### config.mk
export PLATFORM = sky130hd
export DESIGN_NAME = led_status_arbiter_flat
export DESIGN_NICKNAME = d
export VERILOG_FILES = /design/src/rtl/led_status_arbiter_if.sv /design/src/rtl/led_status_arbiter.sv /design/src/flat_wrapper.sv
export SDC_FILE = /design/constraint.sdc
export NUM_CORES = 1
export LEC_CHECK = 0
export ABC_AREA = 0
export BUFFER_PORTS_ARGS = -buffer_cell sky130_fd_sc_hd__buf_4
export CORE_MARGIN = 4
export CORE_UTILIZATION = 63
export DETAILED_ROUTE_END_ITERATION = 8
export PLACE_DENSITY = 0.84
export SYNTH_ARGS = -nofsm -noshare
export SYNTH_HDL_FRONTEND = slang
export SYNTH_SLANG_ARGS = --single-unit
export TNS_END_PERCENT = 30
### constraint.sdc
create_clock -name clk -period 3.9 [get_ports clk]
set_clock_uncertainty 0.1 [all_clocks]
set_input_delay 0.78 -clock clk [delete_from_list [all_inputs] [get_ports clk]]
set_output_delay 0.78 -clock clk [all_outputs]
set_load 0.01 [all_outputs]
### src/rtl/led_status_arbiter_if.sv
// Status LED arbiter bus: requester controls in, LED drive and debug status out.
interface led_status_arbiter_if #(
  parameter int unsigned CODE_W = 4
);
  logic              force_on;
  logic              hb_en;
  logic              err_req;
  logic [CODE_W-1:0] err_code;
  logic              err_clr;
  logic              led;
  logic              err_active;
  logic              tick;

  // Requester side: drives the controls and observes the LED.
  modport master (
    output force_on, hb_en, err_req, err_code, err_clr,
    input  led, err_active, tick
  );

  // Arbiter side: owns the LED.
  modport slave (
    input  force_on, hb_en, err_req, err_code, err_clr,
    output led, err_active, tick
  );
endinterface

### src/rtl/led_status_arbiter.sv
// Sole owner of the board status LED. Fixed priority:
// force-on > error blink code > heartbeat. Error codes play as N short
// pulses followed by a gap, repeating until cleared.
module led_status_arbiter #(
  parameter int unsigned TICK_DIV  = 50_000_000 / 8,
  parameter int unsigned GAP_TICKS = 6,
  parameter int unsigned HB_TICKS  = 4,
  parameter int unsigned CODE_W    = 4
) (
  input  logic               clk,
  input  logic               rst,
  led_status_arbiter_if.slave bus
);

  localparam int unsigned TW = (TICK_DIV > 1) ? $clog2(TICK_DIV) : 1;
  localparam int unsigned GW = $clog2(GAP_TICKS + 1);
  localparam int unsigned HW = $clog2(HB_TICKS + 1);

  localparam logic [TW-1:0]     TICK_LAST = TW'(TICK_DIV - 1);
  localparam logic [GW-1:0]     GAP_LOAD  = GW'(GAP_TICKS);
  localparam logic [GW-1:0]     GAP_ONE   = GW'(1);
  localparam logic [HW-1:0]     HB_LAST   = HW'(HB_TICKS - 1);
  localparam logic [CODE_W-1:0] PULSE_ONE = CODE_W'(1);

  typedef enum logic [1:0] {
    IDLE      = 2'd0,
    PULSE_ON  = 2'd1,
    PULSE_OFF = 2'd2,
    GAP       = 2'd3
  } state_t;

  state_t            state;
  logic [TW-1:0]     tick_cnt;
  logic              tick;
  logic [HW-1:0]     hb_cnt;
  logic              hb_phase;
  logic [CODE_W-1:0] code_q;
  logic [CODE_W-1:0] pulse_cnt;
  logic [GW-1:0]     gap_cnt;
  logic              err_active_q;
  logic              led_q;
  logic              led_next;
  logic              req_ok;

  // A request is accepted only with a non-zero code and no simultaneous clear.
  assign req_ok = bus.err_req & (|bus.err_code) & ~bus.err_clr;
  assign tick   = (tick_cnt == TICK_LAST);

  // Blink tick divider; realigned on an accepted request so the first pulse is a full tick.
  always_ff @(posedge clk or posedge rst) begin
    if (rst) begin
      tick_cnt <= '0;
    end else if (req_ok || tick) begin
      tick_cnt <= '0;
    end else begin
      tick_cnt <= tick_cnt + 1'b1;
    end
  end

  // Free-running heartbeat phase, toggles every HB_TICKS ticks.
  always_ff @(posedge clk or posedge rst) begin
    if (rst) begin
      hb_cnt   <= '0;
      hb_phase <= 1'b0;
    end else if (tick) begin
      if (hb_cnt == HB_LAST) begin
        hb_cnt   <= '0;
        hb_phase <= ~hb_phase;
      end else begin
        hb_cnt <= hb_cnt + 1'b1;
      end
    end
  end

  // Error code playback FSM; clear beats request, and both strobes beat the tick.
  always_ff @(posedge clk or posedge rst) begin
    if (rst) begin
      state        <= IDLE;
      code_q       <= '0;
      pulse_cnt    <= '0;
      gap_cnt      <= '0;
      err_active_q <= 1'b0;
    end else if (bus.err_clr) begin
      state        <= IDLE;
      pulse_cnt    <= '0;
      gap_cnt      <= '0;
      err_active_q <= 1'b0;
    end else if (req_ok) begin
      state        <= PULSE_ON;
      code_q       <= bus.err_code;
      pulse_cnt    <= bus.err_code;
      gap_cnt      <= '0;
      err_active_q <= 1'b1;
    end else if (tick) begin
      case (state)
        PULSE_ON: begin
          state <= PULSE_OFF;
        end
        PULSE_OFF: begin
          if (pulse_cnt == PULSE_ONE) begin
            state   <= GAP;
            gap_cnt <= GAP_LOAD;
          end else begin
            state     <= PULSE_ON;
            pulse_cnt <= pulse_cnt - 1'b1;
          end
        end
        GAP: begin
          if (gap_cnt == GAP_ONE) begin
            state     <= PULSE_ON;
            pulse_cnt <= code_q;
          end else begin
            gap_cnt <= gap_cnt - 1'b1;
          end
        end
        default: begin
          state <= IDLE;
        end
      endcase
    end
  end

  // Owner select: force-on, then active error code, then heartbeat.
  always_comb begin
    led_next = 1'b0;
    if (bus.force_on) begin
      led_next = 1'b1;
    end else if (err_active_q) begin
      led_next = (state == PULSE_ON);
    end else if (bus.hb_en) begin
      led_next = hb_phase;
    end
  end

  // Registered LED drive.
  always_ff @(posedge clk or posedge rst) begin
    if (rst) begin
      led_q <= 1'b0;
    end else begin
      led_q <= led_next;
    end
  end

  assign bus.led        = led_q;
  assign bus.err_active = err_active_q;
  assign bus.tick       = tick;

endmodule

### src/flat_wrapper.sv
// flat-port wrapper written by rule: the top's interface ports become plain ports
module led_status_arbiter_flat 
#(
  parameter int unsigned TICK_DIV  = 50_000_000 / 8,
  parameter int unsigned GAP_TICKS = 6,
  parameter int unsigned HB_TICKS  = 4,
  parameter int unsigned CODE_W    = 4
)
  (clk, rst, bus_force_on, bus_hb_en, bus_err_req, bus_err_code, bus_err_clr, bus_led, bus_err_active, bus_tick);
  led_status_arbiter_if #(.CODE_W(CODE_W)) bus_i ();
  input  logic clk;
  input  logic rst;
  input wire logic [$bits(bus_i.force_on)-1:0] bus_force_on;
  input wire logic [$bits(bus_i.hb_en)-1:0] bus_hb_en;
  input wire logic [$bits(bus_i.err_req)-1:0] bus_err_req;
  input wire logic [$bits(bus_i.err_code)-1:0] bus_err_code;
  input wire logic [$bits(bus_i.err_clr)-1:0] bus_err_clr;
  output wire logic [$bits(bus_i.led)-1:0] bus_led;
  output wire logic [$bits(bus_i.err_active)-1:0] bus_err_active;
  output wire logic [$bits(bus_i.tick)-1:0] bus_tick;
  assign bus_i.force_on = bus_force_on;
  assign bus_i.hb_en = bus_hb_en;
  assign bus_i.err_req = bus_err_req;
  assign bus_i.err_code = bus_err_code;
  assign bus_i.err_clr = bus_err_clr;
  assign bus_led = bus_i.led;
  assign bus_err_active = bus_i.err_active;
  assign bus_tick = bus_i.tick;
  led_status_arbiter #(.TICK_DIV(TICK_DIV), .GAP_TICKS(GAP_TICKS), .HB_TICKS(HB_TICKS), .CODE_W(CODE_W)) u_core (.clk(clk), .rst(rst), .bus(bus_i));
endmodule
== Yosys cells after proc, flatten, opt, wreduce, memory -nomap -nowiden ==
Cells that the tools add are included.
Widths: inputs -> output; s select.
Storage, ports and cells
  bits in registers: 42
  input bits: 10
  output and inout port bits: 3
  word-level logic and storage cells: 63
Operators by class
  add/subtract/negate cells: 4
  eq/ne operators: 11
  muxes and demuxes: 25
  bitwise logic cells: 4
  reduce and logical (&&, ||, !) cells: 10
Operators with widths (number)
  $add 23x1->23 const B: 1
  $eq 23x23->1 const B: 1
  $mux 23: 1
  $mux 4: 5
  $mux 3: 6
  $mux 2: 5
  $ne 4x2->1 const B: 2
  $ne 4x3->1 const B: 2
  $pmux 4 s2: 1
  $reduce_and 4->1: 2
  $pmux 2 s3: 1
  $pmux 3 s2: 1
  $reduce_and 2->1: 3
  $mux 1: 5
  $eq 2x2->1 const B: 2
  $eq 4x1->1 const B: 1
  $reduce_bool 4->1: 1
  $reduce_or 4->1: 1
  $sub 4x1->4 const B: 1
  $add 3x1->3 const B: 1
  $eq 3x1->1 const B: 1
  $eq 3x2->1 const B: 1
  $reduce_bool 3->1: 1
  $sub 3x1->3 const B: 1
  5 further kinds: 7

== Longest topological paths before layout ==
  depth in word-level cells: 6
  mapped depth: 8
  gate-level depth less buffers: 7

== Least setup slack after synthesis ==
OpenSTA, ideal clock, no wires.
  path kind: reg-to-output
  start point: register u_core.tick_cnt[15]
  end point: output port bus_tick
  arrival time: 1372 ps
  required time: 3020 ps
  slack: 1648 ps
  stages on the path, launching flop included: 4
  path buffers: 0
  cell sequence: dfrtp_1 -> nand4bb_1 -> or4_4 -> nor3_1
On the way
  word-level cells in the longest chain between the ends: 1
Ends and longest elaborated chain
  start: declaration: RTL line led_status_arbiter.sv:33  | logic [TW-1:0] tick_cnt;
  start signal: assignment: RTL line led_status_arbiter.sv:56  | tick_cnt <= tick_cnt + 1'b1;
  $eq 23x23->1: RTL line led_status_arbiter.sv:47  | assign tick = (tick_cnt == TICK_LAST);
  end: declaration: RTL line flat_wrapper.sv:20  | output wire logic [$bits(bus_i.tick)-1:0] bus_tick;
No other way between the ends.

== Worst setup path after layout ==
Ends and elaborated chain as after synthesis.

==> results by group <==
Drt
  – Detailed router's first-iteration violation count: 81
  – Vias: approximately 1600
  – Drt via density: slightly below 6
  – Wire length reported by the detailed router: 4010 µm
  – Average routed wire per standard cell: 14.1 µm
  – Remaining antenna violation count after routing: 0
  – First-pass DRT Iterations: 4
  – Post-route DRC violation count: 0

Floorplan
  – Starting density of the core: between 60% and 70%
  – Horizontal die dimension: around 67 µm
  – Floorplan die height: 67.1 µm
  – Core region area: 0.00336 mm²
  – Row cnt: 21
  – Top-Level Pins: 13
  – Die Outline Area: 0.00450 mm²

Critical path
  – Cell chain of the critical path: nand4bb_1 -> or4_4 -> nor3_1 -> buf_4
  – Crit path launch type: flip-flop
  – Master of the slowest instance on the critical path: or4_4
  – Data required time of the worst path: around 3 ns
  – Worst stage delay on the critical path: 0.53 ns
  – Capturing element type of the critical path: primary output
  – Critical Path Fanout Max: 5
  – CP Class: reg2out
  – Arr. time, crit path: between 1.5 and 2 ns

Clocking
  – Clock insertion delay at the later pin of the skew report: around 0.35 ns
  – Clk buf depth: 2
  – CTS clock-pin slew for the worst setup and hold paths: around 0.1 ns
  – Number of clock sinks: 42
  – Root cell of the clock tree: clkbuf_4
  – CTS tree: done
  – Post-CTS Hold Buffers: 0
  – H-tree depth: 2
  – Number of clock buffers inserted by TritonCTS: 5
  – Post-CTS Setup Repair Bufs: 0
  – Gates resized, CTS repair: 0

Synth
  – Post-synthesis share of cell area spent on full adders, half adders and majority gates: between 3 and 4%
  – Most used DFF post-synth: dfrtp_1
  – Largest family of logic cells by synthesized area: simple AND/OR/NAND/NOR gates
  – Area share of and/or/nand/nor cells after synthesis: around a quarter
  – Number of synthesized flops with an enable pin: 0
  – FF+latch count, synth: 42
  – Number of distinct library cells after synthesis: 40
  – Post-synthesis net count: 240
  – Share of synthesized flip-flops with an asynchronous set or reset: between 90% and 100%
  – Sequential element share of the synthesized area: between 40% and 50%
  – Area of the mapped netlist: 0.00220 mm²
  – Mux cell area share after synthesis: under 10%
  – Post-synthesis area per instance: ~9.8 µm²
  – Synthesized-area fraction occupied by ao, oa, aoi and oai cells: under 10%
  – Synthesis warning total: 0
  – Post-Synth XOR/XNOR Area: 9.16%
  – Synthesized instance count: 224

Timing
  – Worst-Margin Slew: between 0.6 and 0.7 ns
  – Period minus WS final: 2.73 ns
  – Worst slew margin relative to its limit: 54.8%
  – Count of final max-slew check failures: 0
  – Setup Viol. Count Final: 0
  – Setup TNS: 0 ns
  – Unrepaired setup endpoints after global routing: false
  – Post-route fraction of the period consumed by the critical path: between 60% and 70%
  – Final hold vios: 0
  – Smallest setup slack after layout: 1.17 ns
  – Peak clock frequency supported by timing: ~370 MHz

Layout
  – Seq. cell area: 0.00105 mm²
  – Total area of multi-input combinational cells: approximately 0.0011 mm²
  – Area Growth Syn to Fin: 7.28%
  – Final nets: between 200 and 300
  – Layout cell share with drive strength beyond 1: between 10% and 20%
  – Antenna cells: 0
  – Count of fill cells added during filler insertion: 286
  – Final core occ: 70.2%

Worst hold path
  – Min-delay worst type: reg2reg

Global routing
  – First-pass GRT wire length: slightly above 7000 µm
  – Total GRT Usage: around a fifth
  – Number of antenna violations at the first check in global routing: 0
  – Overflow after GRT: 0
  – Maximum number of pins on one net before global-route repair: 26
  – Via count of the first global-routing pass: around 1600

Placement
  – DP HPWL: slightly below 3000 µm
  – Port Buf Inserts: 12
  – Gpl congestion: approximately 0.8
  – Worst slack after detailed placement: 1.53 ns

Power and ir drop
  – Reported leakage power: between 1 and 1.5 nW
  – Power density over the cells: approximately 340 mW/mm²
  – Worst vdd ir: 0.278 mV

Run
  – Max capacitance violation total: 0

Status
  – Status: completed
## power by group
group,switching (mW),internal (mW),total (mW)
Clock,0.130,0.0681,0.198
Combinational,0.0623,0.0542,0.116
Sequential,0.0262,0.465,0.491
## layout make-up
class / instances / share of cell area [%]
Clock buffer: 7 / 1.91
Tap cell: 46 / 2.44
Timing Repair Buffer: 15 / 4.77
Multi-Input combinational cell: 164 / 44.8
Sequential cell: 42 / 44.5
Inverter: 10 / 1.59
## per-layer routing
layer  vias up  global-route usage [%]  share of wire, %
li1        802                       -                 -
met1       806                    28.1                49
met2        26                    34.0                46
met3         6                    5.56               4.0
met4         0                    5.32               1.1
met5         -                       0                 0
## through the flow
step                hold slack [ns]  cell area (µm²)  power, mW  std cells
floorplan                     0.326             2200      0.581        224
global route                  0.418             2360      0.849        284
global placement              0.340             2310      0.610        277
detailed placement            0.348             2310      0.615        277
finish                        0.357             2360      0.806        284
CTS                           0.364             2360      0.811        284
## kinds of logic after synthesis
| kind of cell | Yosys count |
|---|---|
| xor gates and xnor gates | 23 |
| and+or+nand+nor | 102 |
| buffers and inverters | 18 |
| DFF | 42 |
| adders and majority gates | 6 |
| muxes | 7 |
| AOI/OAI and AO/OA | 26 |
## placed cells by master, fill, tap and decap left out, types with 2 or more instances in the layout
cell type and instances:
a21o_1 3, a21oi_1 7, a31oi_1 4, and3_1 5, and4_1 4, buf_4 15, clkbuf_1 2, clkbuf_4 5
dfrtp_1 42, ha_1 6, inv_1 10, mux2_2 3, mux2_4 2, mux2i_1 2, nand2_1 25, nand2b_1 3
nand3_1 10, nand4_1 7, nor2_1 29, nor3_1 5, nor4b_1 2, o211ai_1 2, o21ai_0 4, o21ai_1 2
or2_2 2, or4_4 2, xnor2_1 8, xor2_1 15
## critical path, delay by kind of cell, from the launching register on
| kind | cells | cell delay (ns) |
|---|---|---|
| AND/OR/NAND/NOR | 3 | 0.93 |
| flip-flops | 1 | 0.42 |
| buffers and inverters | 1 | 0.15 |
## state kept, by name (all words and copies together) (netlist names)
| signal | cells |
|---|---|
| u_core.pulse_cnt | 4 |
| u_core.bus.led | 1 |
| u_core.gap_cnt | 3 |
| u_core.code_q | 4 |
| u_core.tick_cnt | 23 |
| u_core.hb_phase | 1 |
| u_core.state | 2 |
| u_core.bus.err_active | 1 |
| u_core.hb_cnt | 3 |
## cells in the mapped netlist (all sizes together), types with 2 or more instances
| library cell | number | area [µm²] |
|---|---|---|
| nand2 | 25 | 93.8 |
| o211ai | 2 | 15.0 |
| xor2 | 15 | 131 |
| inv | 10 | 37.5 |
| clkbuf | 3 | 11.3 |
| buf | 5 | 43.8 |
| nand4 | 7 | 43.8 |
| nor3 | 5 | 25.0 |
| nand2b | 3 | 18.8 |
| o21ai | 6 | 30.0 |
| or2 | 3 | 18.8 |
| and3 | 5 | 31.3 |
| and2 | 3 | 21.3 |
| nor2 | 29 | 109 |
| mux2i | 2 | 20.0 |
| xnor2 | 8 | 70.1 |
| dfrtp | 42 | 1050 |
| a31oi | 4 | 25.0 |
| nand3 | 10 | 50.1 |
| or4 | 2 | 22.5 |
| a21oi | 7 | 35.0 |
| nor4b | 2 | 17.5 |
| and4 | 4 | 35.0 |
| mux2 | 5 | 63.8 |
| ha | 6 | 75.1 |
| a21o | 3 | 22.5 |
## final timing paths
check / startpoint / endpoint / slack [ns] / cells after the start
worst max-delay path: u_core.tick_cnt[15] / bus_tick / 1.17 / 4
max in group asynchronous: rst / u_core.tick_cnt[0] / 2.50 / 3
worst min register to register: u_core.tick_cnt[0] / u_core.tick_cnt[0] / 0.36 / 1
min in group asynchronous: rst / u_core.tick_cnt[21] / 0.42 / 2
worst min-delay path: u_core.tick_cnt[0] / u_core.tick_cnt[0] / 0.36 / 1
worst max register to register: u_core.tick_cnt[15] / u_core.pulse_cnt[3] / 1.55 / 5
Note: power is estimated with default switching activity, not from simulation.
